`src/rtl/reaction_timer_pkg.sv`:
```
// Shared types and constants for the reaction timer BCD counters.
// Latency: n/a (package only).
// Backpressure: n/a (package only).
package reaction_timer_pkg;

  localparam int          DIGIT_W      = 4;
  localparam logic [3:0]  BCD_MAX      = 4'd9;
  localparam int          TICK_DIV_MAX = 1023;
  // Divider must hold values up to TICK_DIV_MAX-1.
  localparam int          DIV_W        = $clog2(TICK_DIV_MAX + 1);

  typedef logic [DIGIT_W-1:0] digit_t;

  typedef enum logic {
    IDLE = 1'b0,
    RUN  = 1'b1
  } state_t;

endpackage

```
`src/rtl/bcd_digit_dec.sv`:
```
// Single BCD digit decrement stage for a borrow chain.
// Latency: combinational.
// Backpressure: none; decrements only when borrow_in is high.
// Ports: digit (current value), borrow_in (decrement request),
//        digit_nxt (decremented or unchanged value), borrow_out (wrapped 0->9).
module bcd_digit_dec
  import reaction_timer_pkg::*;
(
  input  digit_t digit,
  input  logic   borrow_in,
  output digit_t digit_nxt,
  output logic   borrow_out
);

  always_comb begin
    digit_nxt  = digit;
    borrow_out = 1'b0;
    if (borrow_in) begin
      if (digit == '0) begin
        digit_nxt  = BCD_MAX;
        borrow_out = 1'b1;
      end else begin
        digit_nxt  = digit - digit_t'(1);
      end
    end
  end

endmodule

```
`src/rtl/bcd_countdown.sv`:
```
// Four-digit BCD down-counter; pulses done when the count reaches 0000.
// Latency: load/start take effect one edge later; one decrement per TICK_DIV cycles.
// Backpressure: hold freezes divider and count in RUN; load/start ignored while busy.
// Ports: clk1k, rst (sync, active-high), load/load_val, start, hold, abort,
//        BCD0..BCD3 (registered digits), busy, done (1-cycle pulse), err.
module bcd_countdown
  import reaction_timer_pkg::*;
#(
  parameter int TICK_DIV = 1
) (
  input  logic        clk1k,
  input  logic        rst,
  input  logic        load,
  input  logic [15:0] load_val,
  input  logic        start,
  input  logic        hold,
  input  logic        abort,
  output logic [3:0]  BCD0,
  output logic [3:0]  BCD1,
  output logic [3:0]  BCD2,
  output logic [3:0]  BCD3,
  output logic        busy,
  output logic        done,
  output logic        err
);

  localparam logic [DIV_W-1:0] DIV_LAST = DIV_W'(TICK_DIV - 1);

  state_t            state_q, state_d;
  digit_t [3:0]      digits_q, digits_d;
  logic [DIV_W-1:0]  div_q, div_d;
  logic              done_q, done_d;
  logic              err_q, err_d;

  digit_t [3:0]      dec_digits;
  logic   [4:0]      borrow;
  logic              load_ok;
  logic              tick;

  assign load_ok = (load_val[3:0]   <= BCD_MAX) && (load_val[7:4]   <= BCD_MAX) &&
                   (load_val[11:8]  <= BCD_MAX) && (load_val[15:12] <= BCD_MAX);

  // abort and hold both suppress the tick, so a same-cycle abort never yields done.
  assign tick      = (state_q == RUN) && !abort && !hold && (div_q == DIV_LAST);
  assign borrow[0] = tick;

  for (genvar i = 0; i < 4; i++) begin : g_dec
    bcd_digit_dec u_dec (
      .digit      (digits_q[i]),
      .borrow_in  (borrow[i]),
      .digit_nxt  (dec_digits[i]),
      .borrow_out (borrow[i+1])
    );
  end

  always_comb begin
    state_d  = state_q;
    digits_d = digits_q;
    div_d    = div_q;
    done_d   = 1'b0;
    err_d    = err_q;
    unique case (state_q)
      IDLE: begin
        if (abort) begin
          digits_d = '0;
        end else if (load) begin
          if (load_ok) begin
            digits_d = load_val;
            err_d    = 1'b0;
          end else begin
            err_d    = 1'b1;
          end
        end else if (start && !err_q) begin
          if (digits_q == '0) begin
            done_d  = 1'b1;
          end else begin
            state_d = RUN;
            div_d   = '0;
          end
        end
      end
      RUN: begin
        if (abort) begin
          digits_d = '0;
          div_d    = '0;
          state_d  = IDLE;
        end else if (!hold) begin
          if (tick) begin
            div_d = '0;
            // A borrow out of the top digit would mean wrapping past 0000;
            // that count is terminal, so never apply such a result.
            if (!borrow[4]) begin
              digits_d = dec_digits;
              if (dec_digits == '0) begin
                done_d  = 1'b1;
                state_d = IDLE;
              end
            end
          end else begin
            div_d = div_q + DIV_W'(1);
          end
        end
      end
      default: state_d = IDLE;
    endcase
  end

  always_ff @(posedge clk1k) begin
    if (rst) begin
      state_q  <= IDLE;
      digits_q <= '0;
      div_q    <= '0;
      done_q   <= 1'b0;
      err_q    <= 1'b0;
    end else begin
      state_q  <= state_d;
      digits_q <= digits_d;
      div_q    <= div_d;
      done_q   <= done_d;
      err_q    <= err_d;
    end
  end

  assign BCD0 = digits_q[0];
  assign BCD1 = digits_q[1];
  assign BCD2 = digits_q[2];
  assign BCD3 = digits_q[3];
  assign busy = (state_q == RUN);
  assign done = done_q;
  assign err  = err_q;

endmodule

```
`config.mk`:
```
export PLATFORM = sky130hd
export DESIGN_NAME = bcd_countdown
export DESIGN_NICKNAME = d
export VERILOG_FILES = /design/src/rtl/reaction_timer_pkg.sv /design/src/rtl/bcd_digit_dec.sv /design/src/rtl/bcd_countdown.sv
export SDC_FILE = /design/constraint.sdc
export NUM_CORES = 1
export LEC_CHECK = 0
export BUFFER_PORTS_ARGS = -buffer_cell sky130_fd_sc_hd__buf_2
export CORE_AREA = 5 5 65 67
export CTS_BUF_LIST = sky130_fd_sc_hd__clkbuf_4
export CTS_CLUSTER_SIZE = 30
export DETAILED_ROUTE_END_ITERATION = 10
export DIE_AREA = 0 0 70 72
export GPL_TIMING_DRIVEN = 0
export PLACE_DENSITY = 0.79
export SLEW_MARGIN = 20
export SYNTH_ARGS = -nofsm -noshare
export SYNTH_HDL_FRONTEND = slang
export SYNTH_SLANG_ARGS = --single-unit
```
`constraint.sdc`:
```
create_clock -name clk1k -period 2.52 [get_ports clk1k]
set_input_delay 0.126 -clock clk1k [delete_from_list [all_inputs] [get_ports clk1k]]
set_output_delay 0.126 -clock clk1k [all_outputs]
set_load 0.01 [all_outputs]
```
# After elaboration in Yosys (flattened, before gate mapping)
# Index checks and enable logic that the tools add are counted.
word_totals:
  regBits: 29
  in_bits: 22
  output_inout_bits: 19
  word_cells: 101
op_classes:
  addsub: 5
  order_cmp: 4
  n_eq_ne: 9
  mux: 53
  bitwise: 2
  reduce_logical: 20
ops:
  columns: ["op", "count"]
  rows:
  - ["two-way mux 16 bit", 7]
  - ["two-way mux 10 bit", 7]
  - ["logical NOT 16 bit", 2]
  - ["two-way mux 4 bit", 8]
  - ["one-hot mux 16 bit (2 select lines)", 1]
  - ["two-way mux 1 bit", 27]
  - ["one-hot mux 10 bit (2 select lines)", 1]
  - ["less-or-equal comparator 4 bit, second input constant", 4]
  - ["logical NOT 4 bit", 4]
  - ["subtractor 4 x 1 -> 4 bit, second input constant", 4]
  - ["!= test 3 bit, second input constant", 4]
  - ["adder 10 x 1 -> 10 bit, second input constant", 1]
  - ["logical NOT 10 bit", 1]
  - ["AND reduction 5 bit", 2]
  - ["!= test 2 bit, second input constant", 4]
  - ["logical AND 1 bit", 7]
  - ["one-hot mux 1 bit (2 select lines)", 2]
  - ["logical NOT 1 bit", 3]
  - ["!= test 3 x 2 -> 1 bit, second input constant", 1]
  - ["AND reduction 3 bit", 1]
  - ["NOT 1 bit", 2]

# Depth between registers and ports, before layout
# Gate-level depths: netlist of run 1.
depth:
  depth_word: 15
  mapped_depth: 9
  depth_no_buf: 8

# Modules after synthesis
# Synthesis of run 1 repeated with hierarchy kept, for this count alone.
hier_totals:
  cells_unflattened: 243
  hier_area_um2: 2014.4
modules_own_cells:
  columns: ["mod", "n_inst", "cells_per_inst", "area_each_um2", "seq_area_each_um2"]
  rows:
  - ["bcd_countdown", 1, 199, 1699.1, 580.6]
  - ["bcd_digit_dec", 4, 11, 78.8, 0.0]

# Worst setup path after synthesis of run 1
# No wires, ideal clock.
synth_path:
  path_type: "register to register"
  start: "register digits_q, in the netlist BCD0[3]"
  end: "register digits_q, in the netlist BCD1[1]"
  setup_ps: 79
  arrival_ps: 2186
  t_required_ps: 2441
  slack_ps: 254
  stages_incl_launch_ff: 8
  n_path_buf: 1
  synth_period_minus_slack_ps: 2266
  cell_sequence: "dfxtp_1 > or4_1 > or4_4 > nor3_4 > or3_4 > buf_6 > a21oi_2 > a211oi_2"
synth_via:
  elab_chain_cells: 9
  word_cells_on_any_way: 14
  cone_classes: "1 x eq/ne; 11 x mux; 2 x reduce/logical"
synth_rtl:
  columns: ["item", "line", "text"]
  rows:
  - ["start, declared", "bcd_countdown.sv:30", "digit_t [3:0] digits_q, digits_d;"]
  - ["start signal, assigned", "bcd_countdown.sv:117", "digits_q <= digits_d;"]
  - ["logical NOT 4 bit *", "bcd_digit_dec.sv:19", "if (digit == '0) begin"]
  - ["two-way mux 1 bit *", "bcd_digit_dec.sv:19", null]
  - ["two-way mux 1 bit *", "bcd_digit_dec.sv:18", "if (borrow_in) begin"]
  - ["two-way mux 4 bit", "bcd_digit_dec.sv:18", null]
  - ["two-way mux 16 bit", "bcd_countdown.sv:92", "if (!borrow[4]) begin"]
  - ["two-way mux 16 bit", "bcd_countdown.sv:88", "if (tick) begin"]
  - ["two-way mux 16 bit", "bcd_countdown.sv:87", "end else if (!hold) begin"]
  - ["two-way mux 16 bit", "bcd_countdown.sv:83", "if (abort) begin"]
  - ["one-hot mux 16 bit (2 select lines)", "bcd_countdown.sv:62", "unique case (state_q)"]
# Every way passes the cells marked *; elsewhere a longest branch is shown, timed or not. The select of a mux whose other input is x is not followed.
# A chain may end at the register's enable or synchronous reset.

# Worst setup path in the final report of run 1
layout_path:
  start: "register digits_q, in the netlist BCD0[3]"
  end: "register digits_q, in the netlist BCD0[3]"
layout_via:
  elab_chain_cells: 8
  word_cells_on_any_way: 16
  cone_classes: "1 x add/sub; 1 x eq/ne; 12 x mux; 2 x reduce/logical"
layout_rtl:
  columns: ["item", "line"]
  rows:
  - ["subtractor 4 x 1 -> 4 bit or logical NOT 4 bit (tied branches)", "bcd_digit_dec.sv:23, bcd_digit_dec.sv:19"]
  - ["two-way mux 4 bit or two-way mux 1 bit (tied branches)", "bcd_digit_dec.sv:19"]
  - ["two-way mux 4 bit or two-way mux 1 bit (tied branches)", "bcd_digit_dec.sv:18"]
  - ["two-way mux 16 bit or two-way mux 1 bit (tied branches)", "bcd_countdown.sv:92, bcd_digit_dec.sv:18"]
  - ["two-way mux 16 bit or two-way mux 1 bit (tied branches)", "bcd_countdown.sv:88, bcd_digit_dec.sv:18"]
  - ["two-way mux 16 bit or two-way mux 1 bit (tied branches)", "bcd_countdown.sv:87, bcd_digit_dec.sv:18"]
  - ["two-way mux 16 bit or != test 3 bit (tied branches)", null]
  - ["one-hot mux 16 bit (2 select lines) or AND reduction 5 bit (tied branches)", null]
# Parallel ways exist; a longest one is shown, timed or not. The select of a mux whose other input is x is not followed.

==> results of run 1 <==
[critical path: stages (launching register included)]
cell and delay, ns:
dfxtp_1 0.37, or4_4 0.56, or4_4 0.58, nor3_4 0.22, buf_4 0.18, nor3_4 0.10, a21oi_1 0.22, nor3_2 0.05
[Yosys cell counts (2+ instances only)]
cell type and number:
o21a_1 3, nor3_2 3, nor4b_1 2, ha_1 2
nand4_1 8, o31ai_1 5, nor4b_2 2, a22oi_1 2
a31oi_1 3, buf_2 2, mux2_2 3, a21o_1 2
nor4_1 3, nor3_1 12, xnor2_1 9, nand3_1 8
or4_1 4, a211oi_2 3, o21ai_0 8, nand2_1 12
dfxtp_1 29, a21oi_1 19, or3_1 4, a211oi_1 4
a21oi_2 3, nor2_1 43, nand2b_1 2, and3_1 4
inv_1 6, clkbuf_1 7
[registers in the layout, indices dropped and copies added (netlist names)]
name and count:
BCD0 4, BCD1 4, BCD2 4, BCD3 4, err 1, busy 1
div_q 10, done 1
[what timing repair did]
item | 4_1_cts | 5_1_grt
endpoints found under the setup margin | 8 | 17
buffers inserted | 0 | 2
gates resized for setup | 2 | 5
pin swaps | 1 | 3
[report_power, final]
group | internal (uW) | leakage (uW) | total (uW) | switching [uW]
Clock | 112 | 0.0000292 | 267 | 156
Sequential | 482 | 0.000237 | 514 | 32.9
Combinational | 110 | 0.000611 | 274 | 164
[area by class of cell]
cell class / count / area (um2)
clock buffer: 6 / 45.04
fill: 333 / 1331
multi-input combinational: 197 / 1282
sequential: 29 / 580.6
buffer: 9 / 42.54
clock inverter: 1 / 3.754
inverter: 6 / 22.52
tap: 48 / 60.06
timing repair buffer: 41 / 210.2
[how the worst max path moves through the flow]
stage	depth (start not counted)	to	slack (ns)
5_1_grt	8	BCD3[3]	-0.01
4_1_cts	8	BCD1[1]	0.008
3_5_place_dp	8	BCD0[0]	-0.02
3_3_place_gp	7	BCD2[0]	0.008
2_1_floorplan	7	BCD1[1]	0.25
6_report	7	BCD0[3]	0.11
[logic make-up after synthesis]
kind of cell               synth area share, %
muxes                                    2.318
xor gates and xnor gates                 4.636
DFF                                      30.73
buffers and inverters                    3.709
adders and majority gates                1.324
AOI/OAI and AO/OA                        22.98
and+or+nand+nor                          34.31
[routing by layer]
| metal | global-route usage, % | vias up | wire length (um) | part of all wire [%] |
|---|---|---|---|---|
| li1 | - | 996 | - | - |
| met1 | 29.35 | 899 | 2321 | 43 |
| met2 | 33.37 | 88 | 2355 | 44 |
| met3 | 5.956 | 7 | 577 | 11 |
| met4 | 8.511 | 0 | 86 | 1.6 |
| met5 | 0 | - | 0 | 0 |
[through the flow]
stage	setup slack (ns)	hold WS (ns)	util [%]	std cells
6_report	0.1121	0.1053	62.80	337
3_3_place_gp	0.007774	0.4385	59.93	329
3_5_place_dp	-0.01818	0.4598	59.93	329
5_1_grt	-0.01048	0.09808	62.80	337
4_1_cts	0.008469	0.1060	61.57	336
2_1_floorplan	0.2545	0.2973	-	242
==> metrics.cfg, run 1 <==
[clock_tree]
clkTransAtPathRegs_ns=0.08
clockBufferDepth=2
cts_tree=yes
clkLatencyLatePin_ns=0.34
cts_root_buf=clkbuf_4
htreeDepth=2
cts_hold_buf=0
numCtsBuffers=5
cts.sinks=29

[global_route]
track_usage_pct=21.82
grt_pass1_wl_mm=8.783
grt_start_max_net_pins=11
grt_antenna_before_repair=0
grt-ovfl-total=0
grt_pass1_vias=1844

[routing]
vias=1990
viasPerCell=5.905
drc=0
dr.pass1.iters=4
ant_nets=0
routed_wl_mm=5.340
wl_per_cell_um=15.85
drtIter0Drc=195

[worst_hold_path]
min_to=BCD0[0]
hold_class=input pin to flop
holdPathStages=3
min_from=load_val[0]

[yosys]
yosysTopAreaCellShare_pct=30.73
syn_nets=266
async_flop_share_pct=0
syn_area_mm2=0.001889
synth_edf_count=0
postSynthCellCount=242
ys_types=55
yosysSeqAreaShare_pct=30.73
yosys_warnings=0
synth_top_cell_by_area=dfxtp_1
ys.flop_type=dfxtp_1
synthTopCellsByArea=dfxtp_1 31%, nor2_1 8.5%, a21oi_1 5.0%
ys_seq_elements=29
synth.avg_cell_area_um2=7.807

[worst_setup_path]
startpoint=BCD0[3]
crit_required_ns=2.73
critPathArrivalTime_ns=2.62
rrSetupSlack_ns=0.11
ff2ff_path_depth=7
r2r-start=BCD0[3]
reg2reg_to=BCD0[3]
crit_fanout=17
cp-start-kind=flop
critPathKind=flop to flop
end_kind=flop

[timing]
worst_pin_slew_ns=0.7454
clock_skew_ns=0.01044
period_needed_ns=2.408
max_freq_mhz=415.3
max_slew_margin_pct=50.20
fin_crit_sh_pct=95.55
final-setup-viol-count=0
final.setup.tns_ns=0
drv_slew=0
hold_violations=0

[floorplan]
die_h_um=72
ios=41
die_w_um=70
start_util_pct=52.80
row_count=22
core_mm2=0.003578
dieArea_mm2=0.005040

[final_layout]
num_antenna_cells=0
layout.nets=313
stdcell_area_mm2=0.002247
syn2layout_area_growth_pct=18.94
layout_commonest_cell=nor2_1
drive_gt1_share_pct=25.95
final_cell_mix=43 x nor2_1, 40 x buf_2, 29 x dfxtp_1

[place]
dp_hpwl_mm=4.081
gp_congestion=0.9670
placed_area_mm2=0.002145
io_buffers=39

[run]
maxCapViolations=0

[pwr]
p_leak_uw=0.0008771
peakVddDrop_mv=0.3051
power_uw=1055
powerDensity_mw_per_mm2=469.7

[run_status]
outcome=complete, no violations

Power figures use the tool's default switching activity.
==> inputs of run 2 (changes only) <==
--- a/config.mk
+++ b/config.mk
@@ -5,14 +5,15 @@
 export SDC_FILE = /design/constraint.sdc
 export NUM_CORES = 1
 export LEC_CHECK = 0
+export ABC_AREA = 1
 export BUFFER_PORTS_ARGS = -buffer_cell sky130_fd_sc_hd__buf_2
-export CORE_AREA = 5 5 65 67
+export CORE_AREA = 5 5 68 70
 export CTS_BUF_LIST = sky130_fd_sc_hd__clkbuf_4
 export CTS_CLUSTER_SIZE = 30
 export DETAILED_ROUTE_END_ITERATION = 10
-export DIE_AREA = 0 0 70 72
+export DIE_AREA = 0 0 73 75
 export GPL_TIMING_DRIVEN = 0
-export PLACE_DENSITY = 0.79
+export PLACE_DENSITY = 0.77
 export SLEW_MARGIN = 20
 export SYNTH_ARGS = -nofsm -noshare
 export SYNTH_HDL_FRONTEND = slang
==> metrics.cfg, run 2 <==
[routing]
drtIter0Drc=170  ; -13%
viasPerCell=5.483  ; -7.1%
wl_per_cell_um=13.45  ; -15%
ant_nets=0  ; unchanged
vias=2303  ; +16%
drc=0  ; unchanged
routed_wl_mm=5.650  ; +5.8%
dr.pass1.iters=5  ; +1

[timing]
final.setup.tns_ns=0  ; unchanged
period_needed_ns=1.960  ; -0.4483 ns
rsz0062_at_grt=false
worst_pin_slew_ns=0.5997  ; -0.1458 ns
drv_slew=0  ; unchanged
hold_violations=0  ; unchanged
final-setup-viol-count=0  ; unchanged
max_slew_margin_pct=59.88  ; +9.7 points
fin_crit_sh_pct=77.76  ; -18 points
max_freq_mhz=510.3  ; +23%
clock_skew_ns=0.01246  ; +0.002019 ns

[yosys]
ys_types=36  ; -35%
synth_most_common_cell=nand2_1
postSynthCellCount=321  ; +33%
async_flop_share_pct=0  ; unchanged
syn_nets=345  ; +30%
ys_top_cells_by_count=65 x nand2_1, 38 x inv_1, 37 x nor2_1
yosys_warnings=0  ; unchanged
synth_edf_count=0  ; unchanged
synthTopCellsByArea=dfxtp_1 28%, nand2_1 12%, a21oi_1 8.0%
syn_area_mm2=0.002062  ; +9.1%
synth.avg_cell_area_um2=6.424  ; -18%
ys.flop_type=dfxtp_1
yosysSeqAreaShare_pct=28.16  ; -2.6 points
yosysTopAreaCellShare_pct=28.16  ; -2.6 points
ys_seq_elements=29  ; unchanged
synth_top_cell_by_area=dfxtp_1

[worst_setup_path]
rrSetupSlack_ns=0.56  ; +0.45 ns
reg2reg_to=busy
crit_path_top_delay_cell=dfxtp_1
crit_required_ns=2.75  ; +0.02 ns
cp-start-kind=flop
r2r-start=div_q[0]
cpPeakStageDelay_ns=0.33  ; -0.25 ns
cpMostUsedCell=nand2_1
critPathKind=flop to flop
crit_chain=inv_1 > ha_1 > nand2_1 > nor2_1 > nand4_1 > a21oi_1 > nand2_1 > nor2_1 > nand3_2 > nand2_1 > a21oi_1
crit_fanout=5  ; -12
end_kind=flop
critPathArrivalTime_ns=2.19  ; -0.43 ns
worstPathBufferInverterCount=1  ; unchanged
ff2ff_path_depth=11  ; +4
path_depth=11  ; +4
cp_top_family=simple AND/OR/NAND/NOR gates

[floorplan]
start_util_pct=52.69  ; -0.11 points
die_w_um=73  ; +4.3%
die_h_um=75  ; +4.2%
core_mm2=0.003914  ; +9.4%
row_count=23  ; +4.5%
dieArea_mm2=0.005475  ; +8.6%
ios=41  ; unchanged

[clock_tree]
cts.sinks=29  ; unchanged
numCtsBuffers=5  ; unchanged
clkLatencyLatePin_ns=0.34  ; about the same
htreeDepth=2  ; unchanged
cts_resized=0  ; -2
cts_hold_buf=1  ; +1
clockBufferDepth=2  ; unchanged
cts_tree=yes
cts_root_buf=clkbuf_4
clkTransAtPathRegs_ns=0.10  ; +0.02 ns
post-cts-setup-buffers=0  ; unchanged

[global_route]
grt-ovfl-total=0  ; unchanged
grt-busiest-layer=met2
met2_usage_pct=36.84  ; +3.5 points
grt_pass1_wl_mm=9.480  ; +7.9%
use_met1_pct=28.98  ; -0.37 points
use_met3_pct=4.139  ; -1.8 points
grt_start_max_net_pins=11  ; unchanged
grt_pass1_vias=2152  ; +17%
track_usage_pct=22.27  ; +0.44 points
grt_antenna_before_repair=0  ; unchanged

[pwr]
power_uw=1168  ; +11%
comb_power_share_pct=28.5  ; +2.5 points
powerDensity_mw_per_mm2=487.6  ; +3.8%
power.share.switching_pct=35.95  ; +2.6 points
p_leak_uw=0.001124  ; +28%
clockPowerShare_pct=26.7  ; +1.4 points
peakVddDrop_mv=0.3268  ; +7.1%
p_int_uw=747.9  ; +6.3%
seq_power_share_pct=44.8  ; -3.9 points
p_sw_uw=419.7  ; +19%

[worst_hold_path]
min_to=BCD0[0]
holdPathStages=3  ; unchanged
hold_class=input pin to flop
min_from=load_val[0]

[final_layout]
largest_register_ffs=10  ; unchanged
drive_gt1_share_pct=21.89  ; -4.1 points
layout.nets=393  ; +26%
final_cell_mix=65 x nand2_1, 42 x buf_2, 38 x inv_1
layout_commonest_cell=nand2_1
syn2layout_area_growth_pct=16.14
num_antenna_cells=0  ; unchanged
regMostFlops=div_q
fill_cells=421  ; +26%

[place]
dp_hpwl_mm=4.258  ; +4.3%
io_buffers=40  ; +2.6%
gp_congestion=0.8930  ; -7.7%

[run_status]
outcome=complete, no violations

[run]
maxCapViolations=0  ; unchanged

[run 2: cell count changes after synthesis, sizes merged, moves of 5 or more]
cell / change
o21ai: +18
nor3: -8
or4: -5
a21oi: +14
or3: -5
clkbuf: -5
inv: +37
nand3: +13
a22oi: +7
nand2: +57
xnor2: -9
a211oi: -5
[run 2: power groups by stage]
stage	clock network [uW]	logic (uW)	registers [uW]
2_1_floorplan	0	219	538
4_1_cts	323	329	523
3_5_place_dp	0	326	533
3_3_place_gp	0	323	532
5_1_grt	339	373	529
6_report	312	332	523
[run 2: area by class of cell]
class	count	area, um2	share of cell area (%)
Buffer	6	32.53	1.358
Clock buffer	8	60.06	2.508
Inverter	43	166.4	6.949
Multi-Input combinational cell	243	1282	53.55
Sequential cell	29	580.6	24.24
Tap cell	50	62.56	2.612
Timing Repair Buffer	41	210.2	8.777
[run 2: worst min-delay path, cell delays in order]
cell and delay, ns:
buf_2 0.09, nand2_1 0.05, a31oi_1 0.08
[run 2: metrics by stage]
stage	std cells	worst slack, ns	util [%]	cell area, um2	hold slack (ns)
6_report	420	0.5604	61.19	2395	0.05590
5_1_grt	420	0.3010	61.19	2395	0.05111
2_1_floorplan	321	0.8460	-	2062	0.1884
3_3_place_gp	411	0.6048	59.40	2325	0.3388
4_1_cts	420	0.5703	61.19	2395	0.04042
3_5_place_dp	411	0.5881	59.40	2325	0.3345
[run 2: how the worst max path moves through the flow]
stage               slack (ns)   end     start
detailed placement        0.59  busy      busy
floorplan                 0.85  busy  div_q[0]
global route              0.30  busy  div_q[0]
finish                    0.56  busy  div_q[0]
global placement          0.60  busy  div_q[0]
CTS                       0.57  busy  div_q[0]
[run 2: cell families after synthesis]
| family | count (synthesis) | synth area share (%) |
|---|---|---|
| compound gates | 81 | 23.36 |
| xor+xnor | 3 | 1.275 |
| fa+ha+maj | 2 | 1.213 |
| buf+inv | 49 | 9.648 |
| flops | 29 | 28.16 |
| simple gates | 157 | 36.35 |
[run 2: routing by layer]
layer | up-vias | wire, um
met5 | - | 0
met3 | 5 | 483
met4 | 0 | 61
met2 | 98 | 2537
met1 | 1025 | 2567
li1 | 1175 | -
